### src/rtl/comparator_2bit.sv
// comparator_2bit: registered unsigned magnitude comparator with
// per-result saturating event counters.
//
// Valid semantics: in_valid qualifies A/B on the sampling clk edge; there is
// no ready, so every cycle with in_valid=1 is accepted. out_valid is high for
// exactly the one cycle after each accepted compare. The flags keep their
// last result while out_valid is low. Every output comes from a register.
module comparator_2bit #(
  parameter int WIDTH = 2,
  parameter int CNT_W = 8
) (
  input  logic             clk,
  input  logic             rst,
  input  logic [WIDTH-1:0] A,
  input  logic [WIDTH-1:0] B,
  input  logic             in_valid,
  input  logic             cnt_clr,
  output logic             A_gt_B,
  output logic             A_lt_B,
  output logic             A_eq_B,
  output logic             out_valid,
  output logic [CNT_W-1:0] gt_cnt,
  output logic [CNT_W-1:0] lt_cnt,
  output logic [CNT_W-1:0] eq_cnt
);

  localparam logic [CNT_W-1:0] CNT_MAX = '1;
  localparam logic [CNT_W-1:0] CNT_ONE = CNT_W'(1);

  // Increment that sticks at the all-ones value instead of wrapping.
  function automatic logic [CNT_W-1:0] sat_inc(input logic [CNT_W-1:0] v);
    return (v == CNT_MAX) ? v : v + CNT_ONE;
  endfunction

  logic             cmp_gt;
  logic             cmp_lt;
  logic             cmp_eq;

  logic             gt_q,  gt_d;
  logic             lt_q,  lt_d;
  logic             eq_q,  eq_d;
  logic             vld_q, vld_d;
  logic [CNT_W-1:0] gt_cnt_q, gt_cnt_d;
  logic [CNT_W-1:0] lt_cnt_q, lt_cnt_d;
  logic [CNT_W-1:0] eq_cnt_q, eq_cnt_d;

  // Unsigned magnitude compare of the raw operands; exactly one term is true.
  always_comb begin
    cmp_gt = (A > B);
    cmp_lt = (A < B);
    cmp_eq = (A == B);
  end

  // Next state for the result flags: load on accept, otherwise hold.
  always_comb begin
    gt_d  = gt_q;
    lt_d  = lt_q;
    eq_d  = eq_q;
    vld_d = in_valid;
    if (in_valid) begin
      gt_d = cmp_gt;
      lt_d = cmp_lt;
      eq_d = cmp_eq;
    end
  end

  // Next state for the counters: clear beats increment; only the matching one moves.
  always_comb begin
    gt_cnt_d = gt_cnt_q;
    lt_cnt_d = lt_cnt_q;
    eq_cnt_d = eq_cnt_q;
    if (cnt_clr) begin
      gt_cnt_d = '0;
      lt_cnt_d = '0;
      eq_cnt_d = '0;
    end else if (in_valid) begin
      if (cmp_gt) gt_cnt_d = sat_inc(gt_cnt_q);
      if (cmp_lt) lt_cnt_d = sat_inc(lt_cnt_q);
      if (cmp_eq) eq_cnt_d = sat_inc(eq_cnt_q);
    end
  end

  // State registers; reset clears everything immediately, dropping any in-flight result.
  always_ff @(posedge clk or posedge rst) begin
    if (rst) begin
      gt_q     <= 1'b0;
      lt_q     <= 1'b0;
      eq_q     <= 1'b0;
      vld_q    <= 1'b0;
      gt_cnt_q <= '0;
      lt_cnt_q <= '0;
      eq_cnt_q <= '0;
    end else begin
      gt_q     <= gt_d;
      lt_q     <= lt_d;
      eq_q     <= eq_d;
      vld_q    <= vld_d;
      gt_cnt_q <= gt_cnt_d;
      lt_cnt_q <= lt_cnt_d;
      eq_cnt_q <= eq_cnt_d;
    end
  end

  assign A_gt_B    = gt_q;
  assign A_lt_B    = lt_q;
  assign A_eq_B    = eq_q;
  assign out_valid = vld_q;
  assign gt_cnt    = gt_cnt_q;
  assign lt_cnt    = lt_cnt_q;
  assign eq_cnt    = eq_cnt_q;

endmodule

### config.mk
export PLATFORM = sky130hd
export DESIGN_NAME = comparator_2bit
export DESIGN_NICKNAME = d
export VERILOG_FILES = /design/src/rtl/comparator_2bit.sv
export SDC_FILE = /design/constraint.sdc
export NUM_CORES = 1
export LEC_CHECK = 0
export CORE_ASPECT_RATIO = 1.4
export CORE_MARGIN = 1.5
export CORE_UTILIZATION = 49
export DETAILED_ROUTE_END_ITERATION = 16
export PLACE_DENSITY_LB_ADDON = 0.3
export SETUP_SLACK_MARGIN = 0.02
export SLEW_MARGIN = 20
export SYNTH_ARGS = -nofsm -noshare
export SYNTH_HDL_FRONTEND = slang
export SYNTH_SLANG_ARGS = --single-unit
### constraint.sdc
create_clock -name clk -period 2.1 [get_ports clk]
set_input_delay 0.42 -clock clk [delete_from_list [all_inputs] [get_ports clk]]
set_output_delay 0.42 -clock clk [all_outputs]
set_load 0.01 [all_outputs]
==> results of run 1 <==
## final cells by class
class	count	share of cell area (%)
Multi-Input combinational cell	114	38.8
Sequential cell	28	33.2
Timing Repair Buffer	49	21.6
Clock buffer	4	2.61
Tap cell	39	2.31
Inverter	9	1.60
## where the power goes
group | total, mW | switching (mW) | internal [mW]
Combinational | 0.174 | 0.0857 | 0.0884
Sequential | 0.569 | 0.0142 | 0.554
Clock | 0.336 | 0.168 | 0.168
## per-stage QoR
step	area (um^2)	instances	total power [mW]	hold slack [ns]	setup TNS, ns
floorplan	1560	156	0.662	0.451	0
global placement	2040	239	0.740	0.515	-2.20
detailed placement	2040	239	0.747	0.525	-3.38
CTS	2110	243	1.08	0.523	0
global route	2110	243	1.13	0.539	0
finish	2110	243	1.08	0.507	0
## cell families (layout without fill, tap and decap cells)
group	count (synthesis)	in the layout
AND/OR/NAND/NOR	61	61
adder cells (fa/ha/maj)	5	5
AO/OA/AOI/OAI	37	37
buffers and inverters	14	62
XOR/XNOR	5	5
flip-flops	28	28
multiplexers	6	6
## state kept, by name, summed over array words and instances, names as in the netlist
name,count
A_lt_B,1
out_valid,1
A_gt_B,1
gt_cnt,8
A_eq_B,1
lt_cnt,8
eq_cnt,8
## cell usage after synthesis, types with 3 or more instances
cell	number	share of area (%)
a21oi_1	10	3.2
and3_1	5	2.0
dfrtp_1	28	45
ha_1	5	4.0
inv_1	9	2.2
mux2_1	3	2.2
nand2_1	7	1.7
nand3_1	11	3.5
nor2_1	13	3.1
nor2b_1	5	2.0
o211ai_1	3	1.4
o21ai_0	4	1.3
o31ai_1	5	2.4
o41ai_1	3	1.7
or4_1	6	2.9
xor2_1	4	2.2
## worst reg2reg max path: cells and delay by family, from the launching register on
family,cells,cell delay [ns]
AOI/OAI and AO/OA,1,0.16
and+or+nand+nor,3,0.82
adders and majority gates,1,0.28
DFF,1,0.45
## metal layers
metal  up-vias  share of wire [%]  track usage [%]
li1        670                  -                -
met1       681                 39             25.9
met2        42                 54             41.2
met3        13                3.9             3.66
met4         0                3.1             9.61
met5         -                  0                0
## path summary, 6_finish.rpt
path,slack [ns],from,cells after the start,endpoint
worst max-delay path,0.11,A[1],6,lt_cnt[4]$_DFFE_PP0P_
worst min-delay path,0.51,rst,3,gt_cnt[3]$_DFFE_PP0P_
worst max register to register,0.32,lt_cnt[0]$_DFFE_PP0P_,5,lt_cnt[5]$_DFFE_PP0P_
worst min register to register,0.54,A_gt_B$_DFFE_PP0P_,2,A_gt_B$_DFFE_PP0P_
max in group asynchronous,1.33,rst,3,gt_cnt[2]$_DFFE_PP0P_
min in group clk,0.54,A_gt_B$_DFFE_PP0P_,2,A_gt_B$_DFFE_PP0P_
==> qor.csv, run 1 <==
stage,metric,value,unit
run,max_cap viols,0,
hold_path,worst min path class,in -> async,
grt,first-pass GRT wire length,6240,um
sta,Fmax achieved,501,MHz
sta,Tcrit/Tclk final,95.0,%
pwr,Max rail drop VDD,395,uV
sta,final setup fails,0,
clocking,cts hold-fix bufs,0,
clocking,post_cts resized,2,
yosys,sequential share of the synthesized area,44.9,%
sta,Layout Skew,0.00604,ns
pwr,Power Density,510,mW/mm^2
final_layout,Layout Nets,218,
setup_path,"Max stage delay cell, worst path",clkdlybuf4s50_1,
final_layout,area taken by multi-input logic gates,820,um^2
final_layout,register area,701,um^2
setup_path,crit path buf inv count,1,
final_layout,fin util,69.0,%
yosys,Yosys Warn Count,0,
grt,largest net degree at the start of global routing,29,
detailed_routing,vias per cell,5.79,
place,Port Buffers,35,
final_layout,"commonest cells after routing, fill and taps aside","clkdlybuf4s50_1 (35), dfrtp_1 (28), buf_4 (14)",
setup_path,max incr delay on CP,0.52,ns
place,HPWL Detailed,2730,um
setup_path,cells along the critical path,"clkdlybuf4s50_1, ha_4, or2b_1, nand3_4, or4_1, a21oi_1",
setup_path,Setup crit start kind,primary input,
yosys,"Net Count, Synth",169,
die,# rows,24,
setup_path,Crit Path Max Fanout,9,
grt,vias in the first global route,1408,
grt,initial antenna violation count,0,
yosys,number of synthesized register bits,28,
clocking,CTS root buf,clkbuf_8,
clocking,Worst-path clk slew,0.10,ns
final_layout,share of cells above drive strength 1,13.2,%
yosys,Adder-Cell Fraction of Synth Area,4.01,%
final_layout,area delta synth->final,35.6,%
yosys,simple-gate share of the synthesized area,23.1,%
yosys,Post-Syn Instances,156,
yosys,Post-synth ARST share,100,%
sta,"Hold Vio Cnt, Final",0,
detailed_routing,Post-route DRC,0,
pwr,Leak,0.908,nW
setup_path,WP data required,2.30,ns
detailed_routing,Vias,1406,
yosys,"Top FF cell, synth",dfrtp_1,
yosys,largest family of logic cells by synthesized area,simple AND/OR/NAND/NOR gates,
yosys,Post-Syn Area,0.00156,mm^2
clocking,number of buffers created by CTS,3,
die,Die H,69.7,um
die,Die Width,50.7,um
clocking,Setup Buffers After CTS,0,
clocking,H-tree Lvls,1,
sta,RSZ-0062 raised after global routing,false,
place,Place WS,-0.315,ns
setup_path,Worst EP arrival,2.20,ns
sta,Pins Over Slew Limit,0,
die,I/O pin count,36,
final_layout,Layout fillers,248,
yosys,post-synthesis compound-gate area fraction,16.9,%
grt,Total GRT Usage,22.9,%
run_status,outcome,finished clean,
setup_path,CP Capture Type,register,
yosys,"Distinct cells, synth",43,
clocking,clock buffer depth,2,
die,Core Box Area,0.00306,mm^2
sta,measured slew at the worst slew-check pin,0.369,ns
clocking,CTS tree,done,
yosys,mux cell area share after synthesis,4.41,%
yosys,XOR/XNOR Fraction of Synth Area,2.81,%
yosys,Mean Syn Cell Area,9.99,um^2
sta,Final Critical Period,1.99,ns
sta,Worst slew margin,75.3,%
sta,Final WS setup,0.105,ns
die,die area,0.00353,mm^2
detailed_routing,Antenna Nets Post-Route,0,
detailed_routing,WL final,3670,um
detailed_routing,per-cell routed wire length,15.1,um
detailed_routing,drt pass-1 iters,4,
place,Routability Congestion,0.806,
yosys,"EDFF count, synth",0,
final_layout,"most common cell after layout, fill and taps aside",clkdlybuf4s50_1,
clocking,clock sinks,28,
setup_path,Crit Path Class,in -> reg,
final_layout,n_diodes,0,
setup_path,critical path's top delay family,simple AND/OR/NAND/NOR gates,
die,Initial Util,50.9,%
detailed_routing,initial DRC count,27,
clocking,clk_lat worst skew,0.28,ns
grt,grt total ovfl,0,
Note: power is estimated with default switching activity, not from simulation.
==> run 2, diff against run 1 <==
--- a/config.mk
+++ b/config.mk
@@ -5,9 +5,10 @@
 export SDC_FILE = /design/constraint.sdc
 export NUM_CORES = 1
 export LEC_CHECK = 0
+export ABC_AREA = 1
 export CORE_ASPECT_RATIO = 1.4
 export CORE_MARGIN = 1.5
-export CORE_UTILIZATION = 49
+export CORE_UTILIZATION = 50
 export DETAILED_ROUTE_END_ITERATION = 16
 export PLACE_DENSITY_LB_ADDON = 0.3
 export SETUP_SLACK_MARGIN = 0.02
==> run 2 against run 1 <==
Utilization is 1.9 points lower. Non-clock buffer count is 10 lower. Register-to-register slack better by 0.23 ns. Design area is 0.12% higher.
==> qor.csv, run 2 <==
stage,metric,value,unit,change
setup_path,Setup crit start kind,primary input,,
run_status,outcome,finished clean,,
hold_path,worst min path class,reg -> reg,,
yosys,Yosys top cell area share,42.0,%,-3.0 points
die,Die Width,51.8,um,+2.3%
detailed_routing,met3 WL,103,um,-29%
final_layout,share of cells above drive strength 1,8.68,%,-4.6 points
yosys,sequential share of the synthesized area,42.0,%,-3.0 points
sta,Fmax achieved,551,MHz,+9.9%
yosys,Post-Syn Instances,226,,+45%
place,Post-DP Area,0.00206,mm^2,+1.1%
sta,Worst slew margin,75.7,%,+0.43 points
clocking,number of buffers created by CTS,3,,unchanged
detailed_routing,M1 WL,1490,um,+2.9%
yosys,Post-synth ARST share,100,%,unchanged
setup_path,WP data required,2.31,ns,about the same
setup_path,Worst EP arrival,2.03,ns,-0.17 ns
detailed_routing,Antenna Nets Post-Route,0,,unchanged
die,Die H,71.4,um,+2.3%
final_layout,Layout Nets,279,,+28%
sta,setup TNS,0,ns,unchanged
clocking,clock sinks,28,,unchanged
die,Initial Util,52.9,%,+2.0 points
grt,Total GRT Usage,21.3,%,-1.6 points
clocking,H-tree Lvls,1,,unchanged
grt,initial antenna violation count,0,,unchanged
clocking,cts hold-fix bufs,0,,unchanged
sta,final setup fails,0,,unchanged
run,max_cap viols,0,,unchanged
grt,vias in the first global route,1483,,+5.3%
detailed_routing,WL final,3450,um,-6.1%
detailed_routing,Post-route DRC,0,,unchanged
yosys,number of synthesized register bits,28,,unchanged
detailed_routing,WL met2,1820,um,-7.7%
clocking,post_cts resized,0,,-2
final_layout,final instance area,0.00212,mm^2,+0.12%
grt,grt total ovfl,0,,unchanged
final_layout,fin util,67.1,%,-1.9 points
sta,Final Critical Period,1.82,ns,-0.179 ns
yosys,most frequent cell after synthesis,nand2_1,,
pwr,Leak,0.942,nW,+3.7%
final_layout,"most common cell after layout, fill and taps aside",nand2_1,,
die,die area,0.00370,mm^2,+4.7%
yosys,"EDFF count, synth",0,,unchanged
yosys,"Net Count, Synth",239,,+41%
place,HPWL Detailed,2560,um,-6.2%
clocking,CTS tree,done,,
sta,Pins Over Slew Limit,0,,unchanged
die,Core Box Area,0.00315,mm^2,+2.9%
detailed_routing,initial DRC count,32,,+19%
place,placed cells,300,,+26%
clocking,clk_lat worst skew,0.27,ns,about the same
yosys,Commonest cells post-synth,"nand2_1 (70), nand3_1 (32), dfrtp_1 (28), nor2_1 (26), inv_1 (25)",,
setup_path,Crit Path Class,in -> reg,,
sta,RSZ-0062 raised after global routing,false,,
detailed_routing,max layer used,met4,,
die,# rows,24,,unchanged
clocking,CTS root buf,clkbuf_8,,
final_layout,"commonest cells after routing, fill and taps aside","nand2_1 (70), clkdlybuf4s50_1 (35), nand3_1 (32)",,
final_layout,area delta synth->final,26.8,%,
yosys,top post-synthesis cells by area,"dfrtp_1 (42%), nand2_1 (16%), nand3_1 (9.6%)",,
yosys,"Top FF cell, synth",dfrtp_1,,
yosys,Post-Syn Area,0.00167,mm^2,+7.1%
yosys,Yosys top cell by area,dfrtp_1,,
detailed_routing,Vias,1532,,+9.0%
final_layout,n_diodes,0,,unchanged
sta,Tcrit/Tclk final,86.5,%,-8.5 points
pwr,Power Density,551,mW/mm^2,+8.0%
place,Routability Congestion,0.770,,-4.5%
setup_path,Crit Path Max Fanout,9,,unchanged
clocking,Worst-path clk slew,0.09,ns,about the same
yosys,"Distinct cells, synth",24,,-44%
die,I/O pin count,36,,unchanged
final_layout,Final Non-Filler Cells,304,,+25%
detailed_routing,drt pass-1 iters,4,,unchanged
yosys,Mean Syn Cell Area,7.39,um^2,-26%
place,Place WS,0.0301,ns,+0.345 ns
sta,Final WS setup,0.285,ns,+0.179 ns
yosys,Yosys Warn Count,0,,unchanged
detailed_routing,vias per cell,5.04,,-13%
clocking,Setup Buffers After CTS,0,,unchanged
sta,measured slew at the worst slew-check pin,0.364,ns,-0.00507 ns
grt,largest net degree at the start of global routing,29,,unchanged
sta,"Hold Vio Cnt, Final",0,,unchanged
setup_path,CP Capture Type,register,,
clocking,clock buffer depth,2,,unchanged
sta,Layout Skew,0.00137,ns,-0.00466 ns
final_layout,Layout fillers,281,,+13%
grt,first-pass GRT wire length,6160,um,-1.2%
pwr,Max rail drop VDD,400,uV,+1.3%
detailed_routing,per-cell routed wire length,11.3,um,-25%
place,Port Buffers,35,,unchanged
[run 2: final timing paths]
path                                        from                    end  slack [ns]  cells past startpoint
max                                         B[1]  gt_cnt[5]$_DFFE_PP0P_        0.28                     10
min reg2reg                   A_gt_B$_DFFE_PP0P_     A_gt_B$_DFFE_PP0P_        0.49                      2
max reg2reg                gt_cnt[0]$_DFFE_PP0P_  gt_cnt[5]$_DFFE_PP0P_        0.55                      8
min in group asynchronous                    rst     A_gt_B$_DFFE_PP0P_        0.50                      3
max in group asynchronous                    rst  lt_cnt[4]$_DFFE_PP0P_        1.33                      3
min                           A_gt_B$_DFFE_PP0P_     A_gt_B$_DFFE_PP0P_        0.49                      2
[run 2: through the flow]
stage	power, mW	hold slack (ns)
2_1_floorplan	0.744	0.451
3_3_place_gp	0.843	0.465
3_5_place_dp	0.845	0.479
4_1_cts	1.18	0.502
5_1_grt	1.22	0.512
6_report	1.17	0.492
[run 2: critical path, stage by stage]
cell and delay, ns:
clkdlybuf4s50_1 0.45, inv_1 0.04, ha_1 0.27, nand2_1 0.11, nand2_1 0.09, a21oi_2 0.19
nand2_2 0.16, nor2_1 0.17, nand2_1 0.07, nand2_1 0.06
[run 2: logic make-up after synthesis]
logic type	synth area share [%]
compound gates	8.10
xor+xnor	2.62
fa+ha+maj	3.75
buf+inv	8.10
flops	42.0
simple gates	35.5
[run 2: metal layers]
metal	vias to the layer above	GRT usage (%)
li1	793	-
met5	-	0
met3	4	1.88
met4	0	8.19
met2	29	37.8
met1	706	25.9
[run 2: area by class of cell]
cell class                      count  area (um^2)  area share, %
Inverter                           26         97.6           4.61
Tap cell                           39         48.8           2.31
Multi-Input combinational cell    168          833           39.4
Timing Repair Buffer               39          380           18.0
Sequential cell                    28          701           33.1
Clock buffer                        4         55.1           2.60
[run 2: power by group]
group	switching (mW)	total, mW	internal, mW	leakage (nW)
combinational	0.119	0.230	0.111	0.535
clock	0.163	0.331	0.168	0.0288
sequential	0.0360	0.605	0.569	0.379
